--- src/rtl/vga_pixel_bus_writer.sv ---
// -----------------------------------------------------------------------------
// vga_pixel_bus_writer
//
// Bus initiator that fills a rectangle of the 160x120 monochrome frame buffer
// by issuing byte writes to the VGA peripheral's register map
// (row register, column register, pixel data register).
//
// Every row costs one Y write. Every pixel costs an X write followed by a data
// write. The rectangle is clipped to the screen once, when the command is
// accepted. A write state issues its write only in a cycle that follows an
// edge where BUS_GNT was sampled high. Otherwise the state holds with
// BUS_WE=0, so no write is ever skipped or repeated.
//
// Ports:
//   CLK       in   system clock
//   RESET     in   asynchronous active-low reset
//   START     in   one-cycle command strobe, sampled only in IDLE
//   X0, Y0    in   rectangle origin (column 8b, row 7b)
//   WIDTH     in   rectangle width in columns (8b)
//   HEIGHT    in   rectangle height in rows (7b)
//   PIXEL     in   fill value
//   BUS_REQ   out  bus request to the arbiter
//   BUS_GNT   in   bus grant (may drop in any cycle)
//   BUS_ADDR  out  bus address, 0 when BUS_WE=0
//   BUS_DATA  out  bus write data, 0 when BUS_WE=0
//   BUS_WE    out  write enable, one cycle per write
//   BUSY      out  high from the cycle after the accepted START through DONE
//   DONE      out  one-cycle completion pulse
// -----------------------------------------------------------------------------
module vga_pixel_bus_writer #(
   parameter int          X_MAX     = 160,
   parameter int          Y_MAX     = 120,
   parameter logic [7:0]  ADDR_Y    = 8'hB0,
   parameter logic [7:0]  ADDR_X    = 8'hB1,
   parameter logic [7:0]  ADDR_DATA = 8'hB2
) (
   input  logic       CLK,
   input  logic       RESET,
   input  logic       START,
   input  logic [7:0] X0,
   input  logic [6:0] Y0,
   input  logic [7:0] WIDTH,
   input  logic [6:0] HEIGHT,
   input  logic       PIXEL,
   output logic       BUS_REQ,
   input  logic       BUS_GNT,
   output logic [7:0] BUS_ADDR,
   output logic [7:0] BUS_DATA,
   output logic       BUS_WE,
   output logic       BUSY,
   output logic       DONE
);

   localparam logic [2:0] S_IDLE   = 3'd0;
   localparam logic [2:0] S_CHECK  = 3'd1;
   localparam logic [2:0] S_REQ    = 3'd2;
   localparam logic [2:0] S_WR_Y   = 3'd3;
   localparam logic [2:0] S_WR_X   = 3'd4;
   localparam logic [2:0] S_WR_D   = 3'd5;
   localparam logic [2:0] S_FINISH = 3'd6;

   localparam logic [8:0] LP_X_MAX = 9'(X_MAX);
   localparam logic [7:0] LP_Y_MAX = 8'(Y_MAX);

   // Command state latched at START
   logic [2:0] r_state;
   logic [7:0] r_x;
   logic [6:0] r_y;
   logic [7:0] r_x0;
   logic [8:0] r_xe;
   logic [7:0] r_ye;
   logic       r_pix;

   // Registered outputs
   logic       r_req;
   logic       r_we;
   logic [7:0] r_addr;
   logic [7:0] r_data;
   logic       r_busy;
   logic       r_done;

   // The sums are one bit wider than the operands, so an origin near the edge
   // plus a large size cannot wrap back onto the screen.
   logic [8:0] w_x_sum;
   logic [7:0] w_y_sum;
   logic [8:0] w_xe;
   logic [7:0] w_ye;
   logic [8:0] w_x_inc;
   logic [7:0] w_y_inc;
   logic       w_empty;

   assign w_x_sum = {1'b0, X0} + {1'b0, WIDTH};
   assign w_y_sum = {1'b0, Y0} + {1'b0, HEIGHT};
   assign w_xe    = (w_x_sum > LP_X_MAX) ? LP_X_MAX : w_x_sum;
   assign w_ye    = (w_y_sum > LP_Y_MAX) ? LP_Y_MAX : w_y_sum;
   assign w_x_inc = {1'b0, r_x} + 9'd1;
   assign w_y_inc = {1'b0, r_y} + 8'd1;
   assign w_empty = ({1'b0, r_x} >= r_xe) || ({1'b0, r_y} >= r_ye);

   logic [2:0] w_state_nx;
   logic [7:0] w_x_nx;
   logic [6:0] w_y_nx;
   logic       w_is_wr_nx;
   logic       w_we_nx;
   logic [7:0] w_addr_nx;
   logic [7:0] w_data_nx;

   // r_we doubles as "the write of the current state was issued this cycle".
   // A write state advances only after its write has gone out. A stalled write
   // state (r_we=0) stays put until a grant is sampled.
   always_comb begin
      // NOTE: every signal gets a default first so no path leaves it unassigned (no latch).
      w_state_nx = r_state;
      w_x_nx     = r_x;
      w_y_nx     = r_y;
      case (r_state)
         S_IDLE:   if (START) w_state_nx = S_CHECK;
         S_CHECK:  w_state_nx = w_empty ? S_FINISH : S_REQ;
         S_REQ:    if (BUS_GNT) w_state_nx = S_WR_Y;
         S_WR_Y:   if (r_we) w_state_nx = S_WR_X;
         S_WR_X:   if (r_we) w_state_nx = S_WR_D;
         S_WR_D: begin
            if (r_we) begin
               if (w_x_inc < r_xe) begin
                  w_x_nx     = w_x_inc[7:0];
                  w_state_nx = S_WR_X;
               end else if (w_y_inc < r_ye) begin
                  w_x_nx     = r_x0;
                  w_y_nx     = w_y_inc[6:0];
                  w_state_nx = S_WR_Y;
               end else begin
                  w_state_nx = S_FINISH;
               end
            end
         end
         S_FINISH: w_state_nx = S_IDLE;
         default:  w_state_nx = S_IDLE;
      endcase

      w_is_wr_nx = (w_state_nx == S_WR_Y) || (w_state_nx == S_WR_X) ||
                   (w_state_nx == S_WR_D);
      w_we_nx    = w_is_wr_nx && BUS_GNT;

      w_addr_nx = 8'h00;
      w_data_nx = 8'h00;
      if (w_we_nx) begin
         case (w_state_nx)
            S_WR_Y: begin
               w_addr_nx = ADDR_Y;
               w_data_nx = {1'b0, w_y_nx};
            end
            S_WR_X: begin
               w_addr_nx = ADDR_X;
               w_data_nx = w_x_nx;
            end
            default: begin
               w_addr_nx = ADDR_DATA;
               w_data_nx = {7'b0, r_pix};
            end
         endcase
      end
   end

   always_ff @(posedge CLK or negedge RESET) begin
      if (!RESET) begin
         r_state <= S_IDLE;
         r_x     <= 8'h00;
         r_y     <= 7'h00;
         r_x0    <= 8'h00;
         r_xe    <= 9'h000;
         r_ye    <= 8'h00;
         r_pix   <= 1'b0;
         r_req   <= 1'b0;
         r_we    <= 1'b0;
         r_addr  <= 8'h00;
         r_data  <= 8'h00;
         r_busy  <= 1'b0;
         r_done  <= 1'b0;
      end else begin
         // NOTE: non-blocking assignments so every register samples pre-edge values.
         r_state <= w_state_nx;
         r_req   <= w_is_wr_nx || (w_state_nx == S_REQ);
         r_we    <= w_we_nx;
         r_addr  <= w_addr_nx;
         r_data  <= w_data_nx;
         r_busy  <= (w_state_nx != S_IDLE);
         r_done  <= (w_state_nx == S_FINISH);
         if (r_state == S_IDLE && START) begin
            // Command is frozen here. Later input changes have no effect.
            r_x   <= X0;
            r_y   <= Y0;
            r_x0  <= X0;
            r_xe  <= w_xe;
            r_ye  <= w_ye;
            r_pix <= PIXEL;
         end else begin
            r_x <= w_x_nx;
            r_y <= w_y_nx;
         end
      end
   end

   assign BUS_REQ  = r_req;
   assign BUS_WE   = r_we;
   assign BUS_ADDR = r_addr;
   assign BUS_DATA = r_data;
   assign BUSY     = r_busy;
   assign DONE     = r_done;

endmodule

--- config.mk ---
export PLATFORM = sky130hd
export DESIGN_NAME = vga_pixel_bus_writer
export DESIGN_NICKNAME = d
export VERILOG_FILES = /design/src/rtl/vga_pixel_bus_writer.sv
export SDC_FILE = /design/constraint.sdc
export NUM_CORES = 1
export LEC_CHECK = 0
export ABC_AREA = 1
export CORE_MARGIN = 4
export CORE_UTILIZATION = 40
export DETAILED_ROUTE_END_ITERATION = 8
export PLACE_DENSITY_LB_ADDON = 0.08
export RECOVER_POWER = 100
export SETUP_SLACK_MARGIN = 0.05
export SYNTH_ARGS = -nofsm -noshare
export SYNTH_HDL_FRONTEND = slang
export SYNTH_SLANG_ARGS = --single-unit
--- constraint.sdc ---
create_clock -name CLK -period 4.52 [get_ports CLK]
set_clock_uncertainty 0.2 [all_clocks]
set_input_delay 0.904 -clock CLK [delete_from_list [all_inputs] [get_ports CLK]]
set_output_delay 0.904 -clock CLK [all_outputs]
set_load 0.02 [all_outputs]
; ---- After elaboration in Yosys (flattened, before gate mapping)
; Index checks and enable logic that the tools add are counted.
[word_totals]
register_bits = 64
elab_cells = 66
[op_classes]
add_sub_neg = 4
order_cmp = 6
n_eq_ne = 10
n_mux = 25
reduce_logical = 8
[op_table]
columns = op, n
row1 = $mux W8, 8
row2 = $mux W7, 5
row3 = $mux W3, 8
row4 = $pmux W3 S6, 1
row5 = $pmux W8 S2, 1
row6 = $eq A3 B3 Y1 const B, 5
row7 = $eq A3 B2 Y1 const B, 4
row8 = $add A8 B1 Y9 const B, 1
row9 = $add A8 B8 Y9, 1
row10 = $ge A8 B9 Y1, 1
row11 = $gt A9 B8 Y1 const B, 1
row12 = $lt A9 B9 Y1, 1
row13 = $mux W9, 1
row14 = $add A7 B1 Y8 const B, 1
row15 = $add A7 B7 Y8, 1
row16 = $ge A7 B8 Y1, 1
row17 = $gt A8 B7 Y1 const B, 1
row18 = $lt A8 B8 Y1, 1
row19 = $logic_or A1 B1 Y1, 4
row20 = $pmux W2 S2, 1
row21 = $eq A3 B1 Y1 const B, 1
row22 = $logic_not A3 Y1, 1
row23 = $reduce_bool A3 Y1, 1
row24 = $logic_and A1 B1 Y1, 2

; ---- Longest topological paths before layout
[logic_depth]
depth_word = 11
depth_mapped = 21
mapped_depth_nobuf = 21

; ---- Least setup slack after synthesis
; No wires, ideal clock.
[synth_path]
path_type = register to register
from = register r_x[0]
to = register r_data[0] (netlist: BUS_DATA[0])
setup_time_ns = 0.073
t_arrival_ns = 2.444
slack_ns = 1.803
stages_incl_launch_ff = 17
period_less_slack_ns = 2.717
cell_sequence = dfrtp_1 -> inv_1 -> nor2_2 -> nand4_1 -> nor2_1 -> xor2_1 -> inv_1 -> ha_1 -> nand2_2 -> nor2_4 -> nand3_2 -> nand3_4 -> nand3_4 -> nand2_4 -> mux2i_4 -> nand2_4 -> a21oi_2
[synth_via]
elab_chain_cells = 10
elab_cells_between_ends = 23
[synth_lines]
columns = element, line_no
row1 = start: declaration, 67  ; logic [7:0] r_x;
row2 = start signal: assignment, 197  ; r_x <= w_x_nx;
row3 = $add A8 B1 Y9 (*), 96  ; assign w_x_inc = {1'b0, r_x} + 9'd1;
row4 = $lt A9 B9 Y1 (*), 124  ; if (w_x_inc < r_xe) begin
row5 = $mux W3 (*), 124
row6 = $mux W3 (*), 123  ; if (r_we) begin
row7 = $pmux W3 S6 (*), 116  ; case (r_state)
row8 = via w_state_nx[1], 100  ; logic [2:0] w_state_nx;
row9 = $eq A3 B2 Y1 / $eq A3 B3 Y1 (equally long branches), "140, 147"
row10 = $logic_or A1 B1 Y1 (2 in a row), 140  ; w_is_wr_nx = (w_state_nx == S_WR_Y) || (w_state_nx == S_WR_X) ||
row11 = $logic_and A1 B1 Y1, 142  ; w_we_nx = w_is_wr_nx && BUS_GNT;
row12 = $mux W8 (*), 146  ; if (w_we_nx) begin
row13 = via w_data_nx[0], 106  ; logic [7:0] w_data_nx;
row14 = end signal: assignment, 185  ; r_data <= w_data_nx;
row15 = end: declaration, 78  ; logic [7:0] r_data;
; The timed path passes the listed nets; every way through them passes the cells marked *.
; A chain may end at the register's enable or synchronous reset.

; ---- Worst setup path in the final report
[layout_path]
from = register r_x[0]
to = register r_data[6] (netlist: BUS_DATA[6])
; Same word-level chain as after synthesis.

==> summary.txt <==
Status
  – Outcome: finished, violations left
  – Failing checks: capacitance limit, slew limit

Critical path
  – Crit start category: register
  – Max incr delay on CP: around 0.45 ns
  – Worst Path Buf+Inv: 2
  – Reg-to-Reg End: BUS_DATA[6]$_DFF_PN0_
  – Required time of the critical path: 4.58 ns
  – Crit-path most repeated cell: nand4_1
  – Critical Path AT: approximately 3.7 ns
  – Reg2reg start: r_x[0]$_DFF_PN0_
  – FF-to-FF path depth: 16
  – Reg-to-reg slack, setup: between 0.8 and 0.9 ns
  – CP top delay family: simple AND/OR/NAND/NOR gates
  – Maximum fanout along the worst path: 14
  – Critical setup path kind: register to register
  – Cells along the critical path: inv_1, nor2_1, nand4_1, nor2_1, xor2_1, inv_1, ha_1, nand2_2, nor2_4, nand3_1, nand3_4, nand4_1, nand2_1, nor2_4, nand4_1, a21oi_2
  – Setup crit end kind: register
  – Slowest stage cell, crit path: dfrtp_1

Floorplanning
  – Die area: ~13000 sq um
  – Ports: 55
  – DIE WIDTH: between 100 and 150 um
  – Core area: approximately 11000 sq um
  – Die Ht: 116 um
  – Starting density of the core: 40.7%
  – Rows: 39

Layout
  – Area growth syn-to-layout: 18.5%
  – Reg area: about 1500 sq um
  – Share of cells above drive strength 1: 7.99%
  – Layout Nets: between 700 and 800
  – Final core occ: 48.2%
  – Footprint of the multi-input gates: around 2700 sq um
  – ANT cells: 0
  – Filler cells: 1166
  – Non-Filler Instances: 819

GRT
  – Initial antenna violation count: 0
  – GR Overflow Total: 0
  – Largest net degree at the start of global routing: 45
  – GRT Total Usage: a little under a fifth
  – Vias in the first global route: 4019
  – Global-route wire length before repair: roughly 19 mm

Drt
  – Wirelength, routed: 11.4 mm
  – Remaining DRCs: 0
  – Vias: 4018
  – Drt via density: 4.91
  – DR pass1 iterations: 4
  – Antenna viol nets, final: 0
  – DRT iter0 DRCs: 187
  – Wire per inst: roughly 14 um

Clock network
  – Clock Tree Buf Depth: 2
  – Clk_lat worst skew: between 0.3 and 0.4 ns
  – Num CTS Buffers: 9
  – Post-CTS Setup Repair Bufs: 0
  – CTS clk-pin slew, worst paths: ~0.06 ns
  – H-tree depth: 3
  – Cts repair resizes: 0
  – Cts hold-fix bufs: 0
  – TritonCTS clock tree: done
  – Root Buffer Master: clkbuf_16
  – CTS sink cnt: 58

Power and ir drop
  – PwrDens: between 600 and 700 nW/um^2
  – Design Power: ~3.5 mW
  – VDD IR max: between 0.2 and 0.25 mV
  – Leakage Power: a little under 3 nW

Place
  – Number of port buffers: 51
  – DP Cell Count: around 800
  – Pre-CTS WS: ~1.1 ns
  – Dpl hpwl: slightly below 9 mm
  – GP Congestion: around 0.9

Hold path
  – Hold depth: 2
  – HP Class: register to register
  – Endpoint, Worst Hold: r_xe[3]$_DFFE_PN0P_
  – HP Start: r_xe[3]$_DFFE_PN0P_

Logic synthesis
  – XOR/XNOR Fraction of Synth Area: 3.39%
  – Seq cells post-synth: between 50 and 60
  – Leading area contributor after synthesis: dfrtp_1
  – Post-synth EDFFs: 0
  – Ys async rst share: 100%
  – Synth cell count leaders: nand2_1 (192), inv_1 (79), dfrtp_1 (58)
  – Multiplexer share of the synthesized area: less than 1%
  – Synth Area in Adders: 14.1%
  – Seq/Total Area, Yosys: 31.2%
  – Top-count cell post-synth: nand2_1
  – Syn Area/Cell: roughly 7.5 sq um
  – Largest family of logic cells by synthesized area: simple AND/OR/NAND/NOR gates
  – Warning count from the yosys run: 0
  – Unique masters post-synth: 46
  – Post-Synth Simple-Gate Area: between 30 and 40%
  – Synth area leaders: dfrtp_1 (31%), nand2_1 (16%), ha_1 (13%)
  – Synth Flop Type: dfrtp_1
  – Post-Synthesis Cells: 621
  – Complex-gate fraction of the synthesized area: slightly above 9%
  – Synth top area share: a little under a third
  – Post-Syn Area: 4650 sq um

Timing
  – Slew Viols, Final: 45
  – Slew @ Worst Pin: about 2.4 ns
  – Final period util: about four fifths
  – F_max: 274 MHz
  – RSZ-0062 raised after global routing: false
  – PnR worst setup slack: 0.873 ns
  – Final-report hold violation count: 0
  – Minimum clock period: between 3 and 4 ns
  – Setup violators final: 0
  – Setup_tns: 0 ns
  – Max_slew headroom: -62.6%

Run
  – Maxcap violations: 1
cells by family (layout without fill, tap and decap cells):
kind of cell	after synthesis	count (layout)
AO/OA/AOI/OAI	69	69
XOR/XNOR	18	18
adder cells (fa/ha/maj)	51	51
buffers and inverters	108	161
flip-flops	58	58
multiplexers	1	1
other	1	3
AND/OR/NAND/NOR	315	315
how the worst max path moves through the flow:
stage	to	slack [ns]	cells after the start	start
after detailed placement	r_xe[0]$_DFFE_PN0P_	1.11	13	X0[0]
after CTS	BUS_DATA[6]$_DFF_PN0_	1.25	16	r_x[0]$_DFF_PN0_
final	BUS_DATA[6]$_DFF_PN0_	0.87	16	r_x[0]$_DFF_PN0_
after global placement	r_xe[5]$_DFFE_PN0P_	1.20	12	X0[0]
after floorplan	BUS_DATA[0]$_DFF_PN0_	1.80	16	r_x[0]$_DFF_PN0_
after global routing	BUS_DATA[0]$_DFF_PN0_	0.52	18	r_x[0]$_DFF_PN0_
registers in the layout, indices dropped and copies added (netlist names):
| signal | flops |
|---|---|
| BUS_DATA | 8 |
| r_y | 7 |
| r_pix | 1 |
| r_ye | 8 |
| r_x0 | 8 |
| BUS_ADDR | 3 |
| r_state | 3 |
| r_xe | 9 |
| r_x | 8 |
| BUS_REQ | 1 |
| DONE | 1 |
| BUSY | 1 |
cell usage in the layout (no fill, tap or decap), drive strengths merged, types with 2 or more instances in the layout:
cell and instances:
a21oi 34, a22oi 3, bufinv 2, clkbuf 14, clkdlybuf4s50 30, clkinv 3
conb 3, dfrtp 58, dlygate4sd3 20, fa 2, ha 49, inv 90
nand2 200, nand3 43, nand4 11, nor2 49, nor3 9, o211ai 6
o21a 3, o21ai 18, or2 2, xnor2 7, xor2 11
stage by stage:
step           hold slack [ns]  cell area, sq um
2_1_floorplan            0.242              4660
3_3_place_gp             0.258              5270
3_5_place_dp             0.261              5270
4_1_cts                  0.274              5590
5_1_grt                  0.278              5510
6_report                 0.278              5510
worst reg2reg max path, cell delays in order (launching register included):
cell	delay, ns
dfrtp_1	0.45
inv_1	0.10
nor2_1	0.23
nand4_1	0.16
nor2_1	0.14
xor2_1	0.15
inv_1	0.08
ha_1	0.29
nand2_2	0.10
nor2_4	0.05
nand3_1	0.13
nand3_4	0.21
nand4_1	0.43
nand2_1	0.26
nor2_4	0.26
nand4_1	0.19
a21oi_2	0.16
layer usage:
layer  wire length, um  vias up  global-route usage, %
met4               258        0                   7.12
met2              5060       94                   29.3
met5                 0        -                      0
met3               542       19                   2.51
li1                  -     2082                      -
met1              5520     1823                   25.0
final cells by class:
class,instances,share of cell area (%)
Clock buffer,11,4.41
Clock inverter,5,1.41
Inverter,91,6.34
Multi-Input combinational cell,457,48.8
Sequential cell,58,26.4
Tap cell,143,3.25
Timing Repair Buffer,54,9.43
report_power, final:
group / leakage [nW] / switching (mW) / internal (mW)
sequential: 0.728 / 0.181 / 0.721
clock: 0.156 / 0.251 / 0.496
combinational: 2.01 / 1.16 / 0.684
total: 2.90 / 1.59 / 1.90
Power figures use the tool's default switching activity.
